--- src/rtl/i2c_slave_regfile.sv ---
// i2c_slave_regfile: I2C target with a byte-addressed register file.
// SCL/SDA are oversampled on clk; SDA is only ever pulled low (open drain).
// Build option: define I2C_SLAVE_AUTOINC_EN to advance the register pointer
// after every written byte and every ACKed read byte; otherwise the pointer
// stays fixed for the whole transaction.
module i2c_slave_regfile #(
  parameter logic [6:0] SLAVE_ADDR = 7'h42,
  parameter int         DEPTH      = 64,
  localparam int        AW         = $clog2(DEPTH)
) (
  input  logic          clk,
  input  logic          reset,
  input  logic          scl_i,
  input  logic          sda_i,
  output logic          sda_oe,
  output logic          busy,
  output logic          wr_valid,
  output logic [AW-1:0] wr_addr,
  output logic [7:0]    wr_data
);

  localparam logic [3:0] S_IDLE      = 4'd0;
  localparam logic [3:0] S_DEV_ADDR  = 4'd1;
  localparam logic [3:0] S_DEV_ACK   = 4'd2;
  localparam logic [3:0] S_MEM_ADDR  = 4'd3;
  localparam logic [3:0] S_MEM_ACK   = 4'd4;
  localparam logic [3:0] S_WR_DATA   = 4'd5;
  localparam logic [3:0] S_WR_ACK    = 4'd6;
  localparam logic [3:0] S_RD_DATA   = 4'd7;
  localparam logic [3:0] S_RD_ACK    = 4'd8;
  localparam logic [3:0] S_WAIT_STOP = 4'd9;

  logic [1:0]    scl_sync, sda_sync;
  logic          scl_d, sda_d;
  logic          start_q, stop_q, rise_q, fall_q, sda_q;
  logic [3:0]    state;
  logic [2:0]    bit_cnt;
  logic [7:0]    shift;
  logic [AW-1:0] ptr;
  logic          rw;
  logic          ack_phase;   // ack/ack-received half of a two-fall handshake
  logic [7:0]    mem [DEPTH];
  logic [7:0]    byte_in;
  logic [7:0]    rd_byte;
  logic [AW-1:0] ptr_step;

  assign byte_in = {shift[6:0], sda_q};
  assign rd_byte = mem[ptr];

`ifdef I2C_SLAVE_AUTOINC_EN
  assign ptr_step = ptr + AW'(1);
`else
  assign ptr_step = ptr;
`endif

  // Synchronize the pads and register the bus-condition strobes.
  // NOTE: sequential state uses non-blocking assignments so every flop samples pre-edge values.
  always_ff @(posedge clk or posedge reset) begin
    if (reset) begin
      scl_sync <= 2'b11;
      sda_sync <= 2'b11;
      scl_d    <= 1'b1;
      sda_d    <= 1'b1;
      start_q  <= 1'b0;
      stop_q   <= 1'b0;
      rise_q   <= 1'b0;
      fall_q   <= 1'b0;
      sda_q    <= 1'b1;
    end else begin
      scl_sync <= {scl_sync[0], scl_i};
      sda_sync <= {sda_sync[0], sda_i};
      scl_d    <= scl_sync[1];
      sda_d    <= sda_sync[1];
      start_q  <= scl_sync[1] & scl_d & sda_d & ~sda_sync[1];
      stop_q   <= scl_sync[1] & scl_d & ~sda_d & sda_sync[1];
      rise_q   <= scl_sync[1] & ~scl_d;
      fall_q   <= ~scl_sync[1] & scl_d;
      sda_q    <= sda_sync[1];
    end
  end

  // Protocol FSM, register file and write-commit port.
  always_ff @(posedge clk or posedge reset) begin
    if (reset) begin
      state     <= S_IDLE;
      bit_cnt   <= '0;
      shift     <= '0;
      ptr       <= '0;
      rw        <= 1'b0;
      ack_phase <= 1'b0;
      sda_oe    <= 1'b0;
      busy      <= 1'b0;
      wr_valid  <= 1'b0;
      wr_addr   <= '0;
      wr_data   <= '0;
      // NOTE: the register file must read 0x00 after reset, so it is built from resettable flops, not RAM.
      for (int i = 0; i < DEPTH; i++) mem[i] <= '0;
    end else begin
      wr_valid <= 1'b0;
      if (stop_q) begin
        state     <= S_IDLE;
        sda_oe    <= 1'b0;
        busy      <= 1'b0;
        bit_cnt   <= '0;
        ack_phase <= 1'b0;
      end else if (start_q) begin
        // Repeated start keeps ptr so a write-address phase can precede a read.
        state     <= S_DEV_ADDR;
        sda_oe    <= 1'b0;
        bit_cnt   <= '0;
        ack_phase <= 1'b0;
      end else begin
        case (state)
          S_IDLE: busy <= 1'b0;
          S_DEV_ADDR: if (rise_q) begin
            shift   <= byte_in;
            bit_cnt <= bit_cnt + 3'd1;
            if (bit_cnt == 3'd7) begin
              if (byte_in[7:1] == SLAVE_ADDR) begin
                state <= S_DEV_ACK;
                rw    <= byte_in[0];
                busy  <= 1'b1;
              end else begin
                state <= S_WAIT_STOP;
              end
            end
          end
          S_DEV_ACK: if (fall_q) begin
            if (!ack_phase) begin
              sda_oe    <= 1'b1;
              ack_phase <= 1'b1;
            end else begin
              ack_phase <= 1'b0;
              bit_cnt   <= '0;
              if (rw) begin
                state  <= S_RD_DATA;
                shift  <= rd_byte;
                sda_oe <= ~rd_byte[7];
              end else begin
                state  <= S_MEM_ADDR;
                sda_oe <= 1'b0;
              end
            end
          end
          S_MEM_ADDR: if (rise_q) begin
            shift   <= byte_in;
            bit_cnt <= bit_cnt + 3'd1;
            if (bit_cnt == 3'd7) begin
              ptr   <= byte_in[AW-1:0];
              state <= S_MEM_ACK;
            end
          end
          S_MEM_ACK, S_WR_ACK: if (fall_q) begin
            if (!ack_phase) begin
              sda_oe    <= 1'b1;
              ack_phase <= 1'b1;
            end else begin
              ack_phase <= 1'b0;
              sda_oe    <= 1'b0;
              bit_cnt   <= '0;
              state     <= S_WR_DATA;
              if (state == S_WR_ACK) ptr <= ptr_step;
            end
          end
          S_WR_DATA: if (rise_q) begin
            shift   <= byte_in;
            bit_cnt <= bit_cnt + 3'd1;
            if (bit_cnt == 3'd7) begin
              mem[ptr] <= byte_in;
              wr_addr  <= ptr;
              wr_data  <= byte_in;
              wr_valid <= 1'b1;
              state    <= S_WR_ACK;
            end
          end
          S_RD_DATA: if (fall_q) begin
            // MSB went out on entry; each later fall presents the next bit.
            if (bit_cnt == 3'd7) begin
              sda_oe    <= 1'b0;
              bit_cnt   <= '0;
              ack_phase <= 1'b0;
              state     <= S_RD_ACK;
            end else begin
              shift   <= {shift[6:0], 1'b0};
              sda_oe  <= ~shift[6];
              bit_cnt <= bit_cnt + 3'd1;
            end
          end
          S_RD_ACK: begin
            if (rise_q && !ack_phase) begin
              if (sda_q) begin
                state <= S_WAIT_STOP;
              end else begin
                ack_phase <= 1'b1;
                ptr       <= ptr_step;
              end
            end else if (fall_q && ack_phase) begin
              ack_phase <= 1'b0;
              shift     <= rd_byte;
              sda_oe    <= ~rd_byte[7];
              state     <= S_RD_DATA;
            end
          end
          S_WAIT_STOP: sda_oe <= 1'b0;
          default: state <= S_IDLE;
        endcase
      end
    end
  end

endmodule

--- config.mk ---
export PLATFORM = sky130hd
export DESIGN_NAME = i2c_slave_regfile
export DESIGN_NICKNAME = d
export VERILOG_FILES = /design/src/rtl/i2c_slave_regfile.sv
export SDC_FILE = /design/constraint.sdc
export NUM_CORES = 1
export LEC_CHECK = 0
export ABC_AREA = 1
export CAP_MARGIN = 10
export CORE_MARGIN = 10
export CORE_UTILIZATION = 28
export DETAILED_ROUTE_END_ITERATION = 12
export DONT_BUFFER_PORTS = 1
export PLACE_DENSITY = 0.5
export SLEW_MARGIN = 0
export SYNTH_ARGS = -nofsm -noshare
export SYNTH_HDL_FRONTEND = slang
export SYNTH_SLANG_ARGS = --single-unit
--- constraint.sdc ---
create_clock -name clk -period 28.9 [get_ports clk]
set_input_delay 0 -clock clk [delete_from_list [all_inputs] [get_ports clk]]
set_output_delay 0 -clock clk [all_outputs]
set_load 0.05 [all_outputs]
==> results of run 1 <==
-- logic make-up after synthesis --
family	count (synthesis)	synth area share [%]
buf+inv	337	5.10
compound gates	766	15.2
simple gates	1649	25.3
flops	561	54.3
fa+ha+maj	2	0.0968
-- worst max-delay path by stage --
stage                       start                     to
2_1_floorplan               reset  ack_phase$_DFFE_PP0P_
3_3_place_gp   ptr[1]$_DFFE_PP0P_   mem[398]$_DFFE_PP0P_
3_5_place_dp   ptr[1]$_DFFE_PP0P_   mem[213]$_DFFE_PP0P_
4_1_cts        ptr[1]$_DFFE_PP0P_   mem[213]$_DFFE_PP0P_
5_1_grt        ptr[1]$_DFFE_PP0P_    mem[17]$_DFFE_PP0P_
6_report       ptr[1]$_DFFE_PP0P_   mem[277]$_DFFE_PP0P_
-- power groups by stage --
stage / combinational, W / sequential, W / clock [W]
after floorplan: 0.000114 / 0.000817 / 0
after global placement: 0.000184 / 0.000820 / 0
after detailed placement: 0.000184 / 0.000820 / 0
after CTS: 0.000184 / 0.000806 / 0.000885
after global routing: 0.000204 / 0.000807 / 0.000919
final: 0.000182 / 0.000806 / 0.000867
-- stage by stage --
stage	util [%]	cells
2_1_floorplan	-	3315
3_3_place_gp	29.2	4311
3_5_place_dp	29.2	4312
4_1_cts	31.7	4434
5_1_grt	31.7	4434
6_report	31.7	4434
-- final cells by class --
class | instances | area (sq um)
clock inverters | 20 | 263
repair buffers | 44 | 375
well taps | 1186 | 1480
inverters | 109 | 423
clock buffers | 97 | 1980
flip-flops and latches | 561 | 14100
fillers | 9845 | 62600
multi-input cells | 2417 | 10500
-- layout by cell type (no fill, tap or decap), types with 6 or more instances in the layout --
cell / instances
a21oi_1: 130
a22oi_1: 18
buf_4: 37
clkbuf_1: 11
clkbuf_16: 67
clkbuf_8: 19
clkinv_2: 10
dfrtp_1: 552
dfstp_2: 6
inv_1: 93
inv_2: 13
nand2_1: 1435
nand3_1: 68
nand3b_1: 6
nand4_1: 14
nor2_1: 70
nor2_2: 9
nor3_1: 12
o21ai_0: 557
o21ai_1: 42
o21ai_2: 6
or2_2: 15
-- metal layers --
metal  track usage [%]  wire length [um]  share of wire, %
met1              21.7             38100                47
met2              24.4             36900                45
met3              2.57              4210               5.2
met4              5.27              2380               2.9
met5                 0                 9             0.011
-- sequential cells by signal, summed over array words and instances, names as in the netlist --
register   flops
ack_phase      1
bit_cnt        3
busy           1
fall_q         1
mem          512
ptr            6
rise_q         1
rw             1
scl_d          1
scl_sync       2
sda_oe         1
sda_q          1
sda_sync       2
shift          7
start_q        1
state          4
stop_q         1
wr_addr        6
wr_data        8
wr_valid       1
-- worst max-delay path, delay by kind of cell (launching register included) --
| kind | cells | cell delay [ns] |
|---|---|---|
| compound gates | 1 | 0.36 |
| buf+inv | 3 | 1.72 |
| flops | 1 | 0.67 |
| simple gates | 3 | 0.98 |
-- cells in the mapped netlist, types with 4 or more instances --
cell type / n / area (sq um)
dfstp_2: 6 / 158
nand3_1: 68 / 340
a31oi_1: 4 / 25.0
nand3b_1: 6 / 45.0
clkbuf_1: 192 / 721
nor3_1: 12 / 60.1
nand4_1: 14 / 87.6
buf_2: 16 / 80.1
nor4_2: 5 / 62.6
inv_2: 7 / 26.3
o21ai_0: 557 / 2790
nand2_1: 1435 / 5390
dfrtp_1: 555 / 13900
o21ai_1: 42 / 210
o21ai_2: 6 / 52.6
inv_1: 102 / 383
nand2_4: 5 / 56.3
a22oi_1: 18 / 135
nor2_1: 76 / 285
a21oi_1: 130 / 651
buf_1: 14 / 52.6
or2_2: 15 / 93.8
==> reports/results.ini, run 1 <==
[timing]
slew-limit-headroom_pct = 28.7
finalCritPeriodShare_pct = 13.4
tightestPinTransition_ns = 1.06
rsz0062_at_grt = no
whs_ns = 0.0514
clock.fmax_ghz = 0.259
tns_ns = 0
hold_viol_final = 0
slew_viol_final = 0
post-route-min-period_ns = 3.86
finClkSkew_ns = 0.0290
setup_viol = 0
worst_slack_ns = 25.04

[worst_setup_path]
worst_r2r_path_depth = 7
critPathLaunchType = flip-flop
r2r_slack_ns = 25.04
crit_path_frequent_cell = buf_4
r2r-end = mem[277]$_DFFE_PP0P_
crit_type = reg2reg
worst_setup_path_end_kind = flip-flop
max_stage_delay_ns = 0.72
worstPathRequired_ns = 29.40
critical_path_arrival_ns = 4.36
timing.rr.start = ptr[1]$_DFFE_PP0P_
cp_max_fo = 52
crit_path_cell_trace = clkinv_2, buf_4, nand2_1, nor2_2, buf_4, nand3_1, o21ai_0
cpMaxStageDelayCell = buf_4

[synth]
yosysUniqueCellTypes = 39
synth_seq_area_share_pct = 54.3
syn_area_per_cell_sq_um = 7.80
syn-num-nets = 3321
ys_warn_count = 0
synth-async-reset-ratio_pct = 100
ys.flop_type = dfrtp_1
syn-cell-area_sq_mm = 0.0259
synth_edf_count = 0
netlist_instances = 3315
synth_seq_cells = 561

[floorplanning]
core_area_sq_mm = 0.0917
fp.dieH_um = 324
num_rows = 111
ios = 21
die_area_sq_mm = 0.105
initial_core_util_pct = 28.2
dieWidth_um = 324

[cts]
cts-buffers-inserted = 66
cts_hold_buffers = 5
cts.repair.resized = 0
clock-sinks = 561
path_clk_slew_ns = 0.06
clk_latency_ns = 0.62
post_cts_buffers = 0
cts_root_buf = clkbuf_16
htree_num_levels = 3
cts_tree = done
clk_path_buf_depth = 3

[flow_run]
drv_cap = 0

[status]
outcome = complete, no violations

[power]
seqPwrFrac_pct = 43.5
power_w = 0.00186
p_clk_share_pct = 46.7
power_density_mw_per_mm2 = 63.8
leakage_nw = 13.1
peakVddDrop_mv = 0.0423
p_int_w = 0.00135
power_frac_comb_pct = 9.8
p_sw_share_pct = 27.5
p_switching_w = 0.000510

[global_routing]
grt_overflow = 0
grt_pass1_vias = 20885
track_usage_pct = 15.6
grt_pass1_wl_um = 129000
grt_max_degree = 138
antenna_found_initial = 1

[cells_and_area]
final_area_sq_mm = 0.0291
drive_gt1_share_pct = 6.68
diodes = 0
nets = 3205
area_delta_synth_final_pct = 12.5

[worst_hold_path]
hp-class = in2async

[drt]
drt_iter0_drc = 1902
vias = 21436
drt_first_pass_iters = 5
vias_per_cell = 4.83
drc = 0
post_drt_wl_per_cell_um = 18.4
ant_nets = 0
wirelength_um = 81600

[placed_design]
dpl_worst_slack_ns = 25.01
dp_hpwl_um = 49200
port_buffers = 0
postPlaceCellArea_sq_mm = 0.0268
gp_congestion = 0.822

Power figures use the tool's default switching activity.
==> inputs of run 2 (changes only) <==
--- a/config.mk
+++ b/config.mk
@@ -11,7 +11,7 @@
 export CORE_UTILIZATION = 28
 export DETAILED_ROUTE_END_ITERATION = 12
 export DONT_BUFFER_PORTS = 1
-export PLACE_DENSITY = 0.5
+export PLACE_DENSITY = 0.52
 export SLEW_MARGIN = 0
 export SYNTH_ARGS = -nofsm -noshare
 export SYNTH_HDL_FRONTEND = slang
==> constraint.sdc (replaced) <==
create_clock -name clk -period 3.25 [get_ports clk]
set_input_delay 0 -clock clk [delete_from_list [all_inputs] [get_ports clk]]
set_output_delay 0 -clock clk [all_outputs]
set_load 0.05 [all_outputs]
==> run 2 against run 1 <==
  * Wire length shrank 0.89%
  * Via count rose by 0.53%
  * Die area unchanged
  * First-iteration DRC count grew 6.1%
  * Sequential share of layout area down 0.92 points
  * Sequential power grew to 8.9 times the previous value
  * Flip-flop and latch count unchanged
  * Critical path depth grew 1
==> reports/results.ini, run 2 (synthesized netlist as in run 1, its figures left out) <==
[worst_hold_path]
hp-class = in2async  ; unchanged

[floorplanning]
fp.dieH_um = 324  ; unchanged
dieWidth_um = 324  ; unchanged
die_area_sq_mm = 0.105  ; unchanged
initial_core_util_pct = 28.2  ; unchanged
num_rows = 111  ; unchanged
ios = 21  ; unchanged
core_area_sq_mm = 0.0917  ; unchanged

[drt]
routed-wl-met3_um = 3710  ; was 4210 um
drt_first_pass_iters = 5  ; unchanged
drc = 0  ; unchanged
wirelength_um = 80800  ; was 81600 um
ant_nets = 0  ; unchanged
drt_iter0_drc = 2018  ; was 1902
met1_length_um = 38400  ; was 38100 um
vias = 21550  ; was 21436
post_drt_wl_per_cell_um = 18.0  ; was 18.4 um
vias_per_cell = 4.79  ; was 4.83
wl_met2_um = 36400  ; was 36900 um
highest_layer = met4  ; was met5

[worst_setup_path]
timing.rr.start = bit_cnt[0]$_DFFE_PP0P_  ; was ptr[1]$_DFFE_PP0P_
critical_path_arrival_ns = 3.39  ; was 4.36 ns
worstPathRequired_ns = 3.75  ; was 29.40 ns
r2r-end = mem[218]$_DFFE_PP0P_  ; was mem[277]$_DFFE_PP0P_
path_buf_inv = 0  ; was 3
worst_r2r_path_depth = 8  ; was 7
crit_path_cell_trace = ha_1, ha_1, nand2_1, nor2_4, nand2_2, nor2_2, nand2_1, o21ai_0  ; was clkinv_2, buf_4, nand2_1, nor2_2, buf_4, nand3_1, o21ai_0
crit_type = reg2reg  ; unchanged
r2r_slack_ns = 0.37  ; was 25.04 ns
cp_max_fo = 16  ; was 52
max_stage_delay_ns = 0.65  ; was 0.72 ns
critPathLaunchType = flip-flop  ; unchanged
worst_setup_path_end_kind = flip-flop  ; unchanged
crit_cells = 8  ; was 7
cpMaxStageDelayCell = nor2_2  ; was buf_4
path_delay_family = simple AND/OR/NAND/NOR gates  ; was buffers and inverters

[power]
leakage_nw = 13.4  ; was 13.1 nW
peakVddDrop_mv = 0.346  ; was 0.0423 mV
power_density_mw_per_mm2 = 545  ; was 63.8 mW/mm^2
power_w = 0.0162  ; was 0.00186 W

[cells_and_area]
drive_gt1_share_pct = 8.51  ; was 6.68%
largest_register_ffs = 512  ; unchanged
final_common_cell = nand2_1  ; unchanged
final_util_pct = 32.3  ; was 31.7%
nets = 3272  ; was 3205
top_register = mem  ; unchanged
final_cell_mix = 1435 x nand2_1, 557 x o21ai_0, 552 x dfrtp_1, 130 x a21oi_1, 93 x inv_1  ; unchanged
area_delta_synth_final_pct = 14.7  ; was 12.5%
diodes = 0  ; unchanged
reg_top3 = mem: 512 flops, wr_data: 8 flops, shift: 7 flops  ; unchanged
num-fill-cells = 9795  ; was 9845

[cts]
path_clk_slew_ns = 0.06  ; about the same
cts_hold_buffers = 6  ; was 5
clk_latency_ns = 0.60  ; was 0.62 ns
htree_num_levels = 3  ; unchanged
cts.repair.resized = 0  ; unchanged
cts_root_buf = clkbuf_16  ; unchanged
cts-buffers-inserted = 66  ; unchanged
clk_path_buf_depth = 3  ; unchanged
post_cts_buffers = 0  ; unchanged
clock-sinks = 561  ; unchanged
cts_tree = done  ; unchanged

[status]
outcome = complete, no violations  ; unchanged

[flow_run]
drv_cap = 0  ; unchanged

[timing]
post-route-min-period_ns = 2.88  ; was 3.86 ns
clock.fmax_ghz = 0.347  ; was 0.259 GHz
finalCritPeriodShare_pct = 88.7  ; was 13.4%
finClkSkew_ns = 0.0271  ; was 0.0290 ns
slew_viol_final = 0  ; unchanged
hold_viol_final = 0  ; unchanged
rsz0062_at_grt = no  ; unchanged
worst_slack_ns = 0.367  ; was 25.04 ns
tightestPinTransition_ns = 0.943  ; was 1.06 ns
setup_viol = 0  ; unchanged
slew-limit-headroom_pct = 37.1  ; was 28.7%
whs_ns = 0.104  ; was 0.0514 ns

[global_routing]
grt_overflow = 0  ; unchanged
antenna_found_initial = 0  ; was 1
grt_pass1_vias = 20805  ; was 20885
grt_max_degree = 124  ; was 138
grt_pass1_wl_um = 128000  ; was 129000 um
track_usage_pct = 15.5  ; was 15.6%

[placed_design]
dpl_worst_slack_ns = 0.386  ; was 25.01 ns
gp_congestion = 0.857  ; was 0.822
port_buffers = 0  ; unchanged
dp_hpwl_um = 50300  ; was 49200 um

run 2: cell count changes in the layout (fill, tap and decap cells not counted), sizes merged:
cell / change
bufinv: -5
clkinvlp: +3
buf: +66
clkinv: +5
inv: -3
dlygate4sd3: +1
run 2: power breakdown:
| part | internal (W) | switching (W) | total, W | leakage (nW) |
|---|---|---|---|---|
| combinational | 0.000349 | 0.00138 | 0.00173 | 4.56 |
| sequential | 0.00706 | 0.000103 | 0.00717 | 7.80 |
| clock | 0.00426 | 0.00299 | 0.00726 | 1.06 |
| total | 0.0117 | 0.00448 | 0.0162 | 13.4 |
run 2: how the worst max path moves through the flow:
stage                       endpoint              startpoint
2_1_floorplan  ack_phase$_DFFE_PP0P_                   reset
3_3_place_gp    mem[218]$_DFFE_PP0P_  bit_cnt[0]$_DFFE_PP0P_
3_5_place_dp    mem[218]$_DFFE_PP0P_  bit_cnt[0]$_DFFE_PP0P_
4_1_cts         mem[285]$_DFFE_PP0P_  bit_cnt[0]$_DFFE_PP0P_
5_1_grt         mem[222]$_DFFE_PP0P_  bit_cnt[0]$_DFFE_PP0P_
6_report        mem[218]$_DFFE_PP0P_  bit_cnt[0]$_DFFE_PP0P_
run 2: cell type report:
cell class	count	area (sq um)	share of cell area (%)
Clock buffer	97	2000	6.75
Clock inverter	20	113	0.380
Inverter	109	419	1.41
Multi-Input combinational cell	2417	10500	35.4
Sequential cell	561	14100	47.4
Tap cell	1186	1480	5.00
Timing Repair Buffer	111	1070	3.62
run 2: worst min-delay path, delay by kind of cell:
| kind | cells | cell delay [ns] |
|---|---|---|
| buffers and inverters | 3 | 1.08 |
run 2: routing by layer:
metal  vias to the layer above  global-route usage [%]
li1                      10582                       -
met5                         -                       0
met3                       104                    2.04
met2                       499                    24.2
met1                     10365                    22.0
met4                         0                    4.82
run 2: per-stage QoR:
step	instance area [sq um]	setup TNS, ns	instances
finish	29700	0	4501
global route	29700	0	4501
CTS	29700	0	4501
detailed placement	27500	0	4378
global placement	27500	0	4378
floorplan	25900	-2445.90	3315
==> inputs of run 3 (changes only) <==
==> constraint.sdc (replaced) <==
create_clock -name clk -period 3.25 [get_ports clk]
set_input_delay 0.4875 -clock clk [delete_from_list [all_inputs] [get_ports clk]]
set_output_delay 0.4875 -clock clk [all_outputs]
set_load 0.05 [all_outputs]
==> run 3 against run 2 <==
  * Die area is the same
  * Maximum frequency grew 3.9%
  * Critical endpoint is now mem[3]$_DFFE_PP0P_
  * Sequential power is essentially flat
==> reports/results.ini, run 3 (synthesized netlist as in run 1, its figures left out) <==
[power]
peakVddDrop_mv = 0.322  ; was 0.346 mV
power_frac_comb_pct = 10.6  ; was 10.7%
p_switching_w = 0.00462  ; was 0.00448 W
p_int_w = 0.0122  ; was 0.0117 W
seqPwrFrac_pct = 42.7  ; was 44.4%
power_density_mw_per_mm2 = 563  ; was 545 mW/mm^2
power_w = 0.0168  ; was 0.0162 W
leakage_nw = 13.5  ; was 13.4 nW
p_sw_share_pct = 27.5  ; was 27.7%
p_clk_share_pct = 46.7  ; was 44.9%

[floorplanning]
num_rows = 111  ; unchanged
ios = 21  ; unchanged
dieWidth_um = 324  ; unchanged
die_area_sq_mm = 0.105  ; unchanged
initial_core_util_pct = 28.2  ; unchanged
core_area_sq_mm = 0.0917  ; unchanged
fp.dieH_um = 324  ; unchanged

[worst_setup_path]
max_stage_delay_ns = 0.52  ; was 0.65 ns
critPathLaunchType = flip-flop  ; unchanged
path_delay_family = simple AND/OR/NAND/NOR gates  ; unchanged
cp_max_fo = 22  ; was 16
path_buf_inv = 1  ; was 0
cpMaxStageDelayCell = nand3_1  ; was nor2_2
worst_setup_path_end_kind = flip-flop  ; unchanged
crit_path_cell_trace = ha_1, ha_1, nand2_1, nor2_4, nand2_2, inv_2, nand3_1, o21ai_0  ; was ha_1, ha_1, nand2_1, nor2_4, nand2_2, nor2_2, nand2_1, o21ai_0
critical_path_arrival_ns = 3.28  ; was 3.39 ns
crit_path_frequent_cell = ha_1
crit_type = reg2reg  ; unchanged
worstPathRequired_ns = 3.75  ; about the same

[drt]
wirelength_um = 82200  ; was 80800 um
post_drt_wl_per_cell_um = 18.3  ; was 18.0 um
drc = 0  ; unchanged
drt_first_pass_iters = 7  ; was 5
drt_iter0_drc = 2169  ; was 2018
vias_per_cell = 4.80  ; was 4.79
ant_nets = 0  ; unchanged
vias = 21567  ; was 21550

[cells_and_area]
drive_gt1_share_pct = 8.55  ; was 8.51%
final_common_cell = nand2_1  ; unchanged
reg_top3 = mem: 512 flops, wr_data: 8 flops, shift: 7 flops  ; unchanged
multi_input_area_sq_mm = 0.0105  ; unchanged
num-fill-cells = 9768  ; was 9795
top_register = mem  ; unchanged
final_cell_mix = 1435 x nand2_1, 557 x o21ai_0, 552 x dfrtp_1, 130 x a21oi_1, 93 x inv_1  ; unchanged
area_delta_synth_final_pct = 15.1  ; was 14.7%
seqCellArea_sq_mm = 0.0141  ; unchanged
final_area_sq_mm = 0.0298  ; was 0.0297 sq mm
nets = 3268  ; was 3272
largest_register_ffs = 512  ; unchanged
diodes = 0  ; unchanged

[global_routing]
antenna_found_initial = 0  ; unchanged
grt_pass1_wl_um = 129000  ; was 128000 um
grt_max_degree = 130  ; was 124
grt_pass1_vias = 20863  ; was 20805
track_usage_pct = 15.7  ; was 15.5%
grt_overflow = 0  ; unchanged

[cts]
cts.repair.resized = 0  ; unchanged
htree_num_levels = 3  ; unchanged
cts_root_buf = clkbuf_16  ; unchanged
cts-buffers-inserted = 67  ; was 66
clk_latency_ns = 0.61  ; was 0.60 ns
cts_tree = done  ; unchanged
clk_path_buf_depth = 3  ; unchanged
path_clk_slew_ns = 0.06  ; about the same
cts_hold_buffers = 3  ; was 6
post_cts_buffers = 0  ; unchanged
clock-sinks = 561  ; unchanged

[timing]
setup_viol = 0  ; unchanged
finClkSkew_ns = 0.0185  ; was 0.0271 ns
slew-limit-headroom_pct = 38.4  ; was 37.1%
clock.fmax_ghz = 0.360  ; was 0.347 GHz
hold_viol_final = 0  ; unchanged
post-route-min-period_ns = 2.77  ; was 2.88 ns
tightestPinTransition_ns = 0.925  ; was 0.943 ns
finalCritPeriodShare_pct = 85.4  ; was 88.7%
slew_viol_final = 0  ; unchanged
rsz0062_at_grt = no  ; unchanged

[placed_design]
gp_congestion = 0.861  ; was 0.857
port_buffers = 0  ; unchanged
dp_hpwl_um = 51400  ; was 50300 um
postPlaceCellArea_sq_mm = 0.0274  ; was 0.0275 sq mm

[status]
outcome = complete, no violations  ; unchanged

[worst_hold_path]
hp-class = reg2reg  ; was in2async

[flow_run]
drv_cap = 0  ; unchanged

## run 3: cell count changes in the layout (fill, tap and decap cells not counted), sizes merged
cell,before,now
inv,109,111
buf,105,103
clkinv,17,12
clkbuf,97,96
dlygate4sd3,6,3
bufinv,0,5
## run 3: worst paths after layout
check	start	endpoint	slack, ns	cells after the start
setup / recovery	bit_cnt[0]$_DFFE_PP0P_	mem[3]$_DFFE_PP0P_	0.48	8
hold / removal	sda_sync[0]$_DFF_PP1_	sda_sync[1]$_DFF_PP1_	0.36	0
setup reg to reg	bit_cnt[0]$_DFFE_PP0P_	mem[3]$_DFFE_PP0P_	0.48	8
hold reg to reg	sda_sync[0]$_DFF_PP1_	sda_sync[1]$_DFF_PP1_	0.36	0
max in group asynchronous	reset	mem[27]$_DFFE_PP0P_	1.67	3
min in group asynchronous	reset	mem[262]$_DFFE_PP0P_	0.43	2
## run 3: power groups by stage
| stage | combinational [W] | sequential [W] | clock (W) |
|---|---|---|---|
| after detailed placement | 0.00177 | 0.00730 | 0 |
| final | 0.00178 | 0.00717 | 0.00783 |
| after floorplan | 0.00102 | 0.00727 | 0 |
| after CTS | 0.00177 | 0.00717 | 0.00800 |
| after global placement | 0.00177 | 0.00730 | 0 |
| after global routing | 0.00194 | 0.00717 | 0.00831 |
## run 3: metrics by stage
| stage | hold WS [ns] | TNS (ns) | instances | worst slack (ns) | util, % |
|---|---|---|---|---|---|
| after CTS | 0.358 | 0 | 4497 | 0.484 | 32.5 |
| after detailed placement | 0.349 | 0 | 4376 | 0.481 | 29.9 |
| final | 0.356 | 0 | 4497 | 0.475 | 32.5 |
| after global placement | 0.348 | 0 | 4376 | 0.592 | 29.9 |
| after floorplan | 0.345 | -2719.39 | 3315 | -4.87 | - |
| after global routing | 0.364 | 0 | 4497 | 0.144 | 32.5 |
## run 3: per-layer routing
metal  wire length [um]  global-route usage [%]
met5                  0                       0
met4               2120                    4.60
met3               4270                    2.34
met2              37000                    24.4
met1              38800                    22.4
## run 3: final cells by class
type	instances	share of cell area, %
sequential	561	47.2
multi-input combinational	2417	35.3
clock buffer	96	6.78
tap	1186	4.99
timing repair buffer	106	3.37
inverter	109	1.41
clock inverter	22	0.946
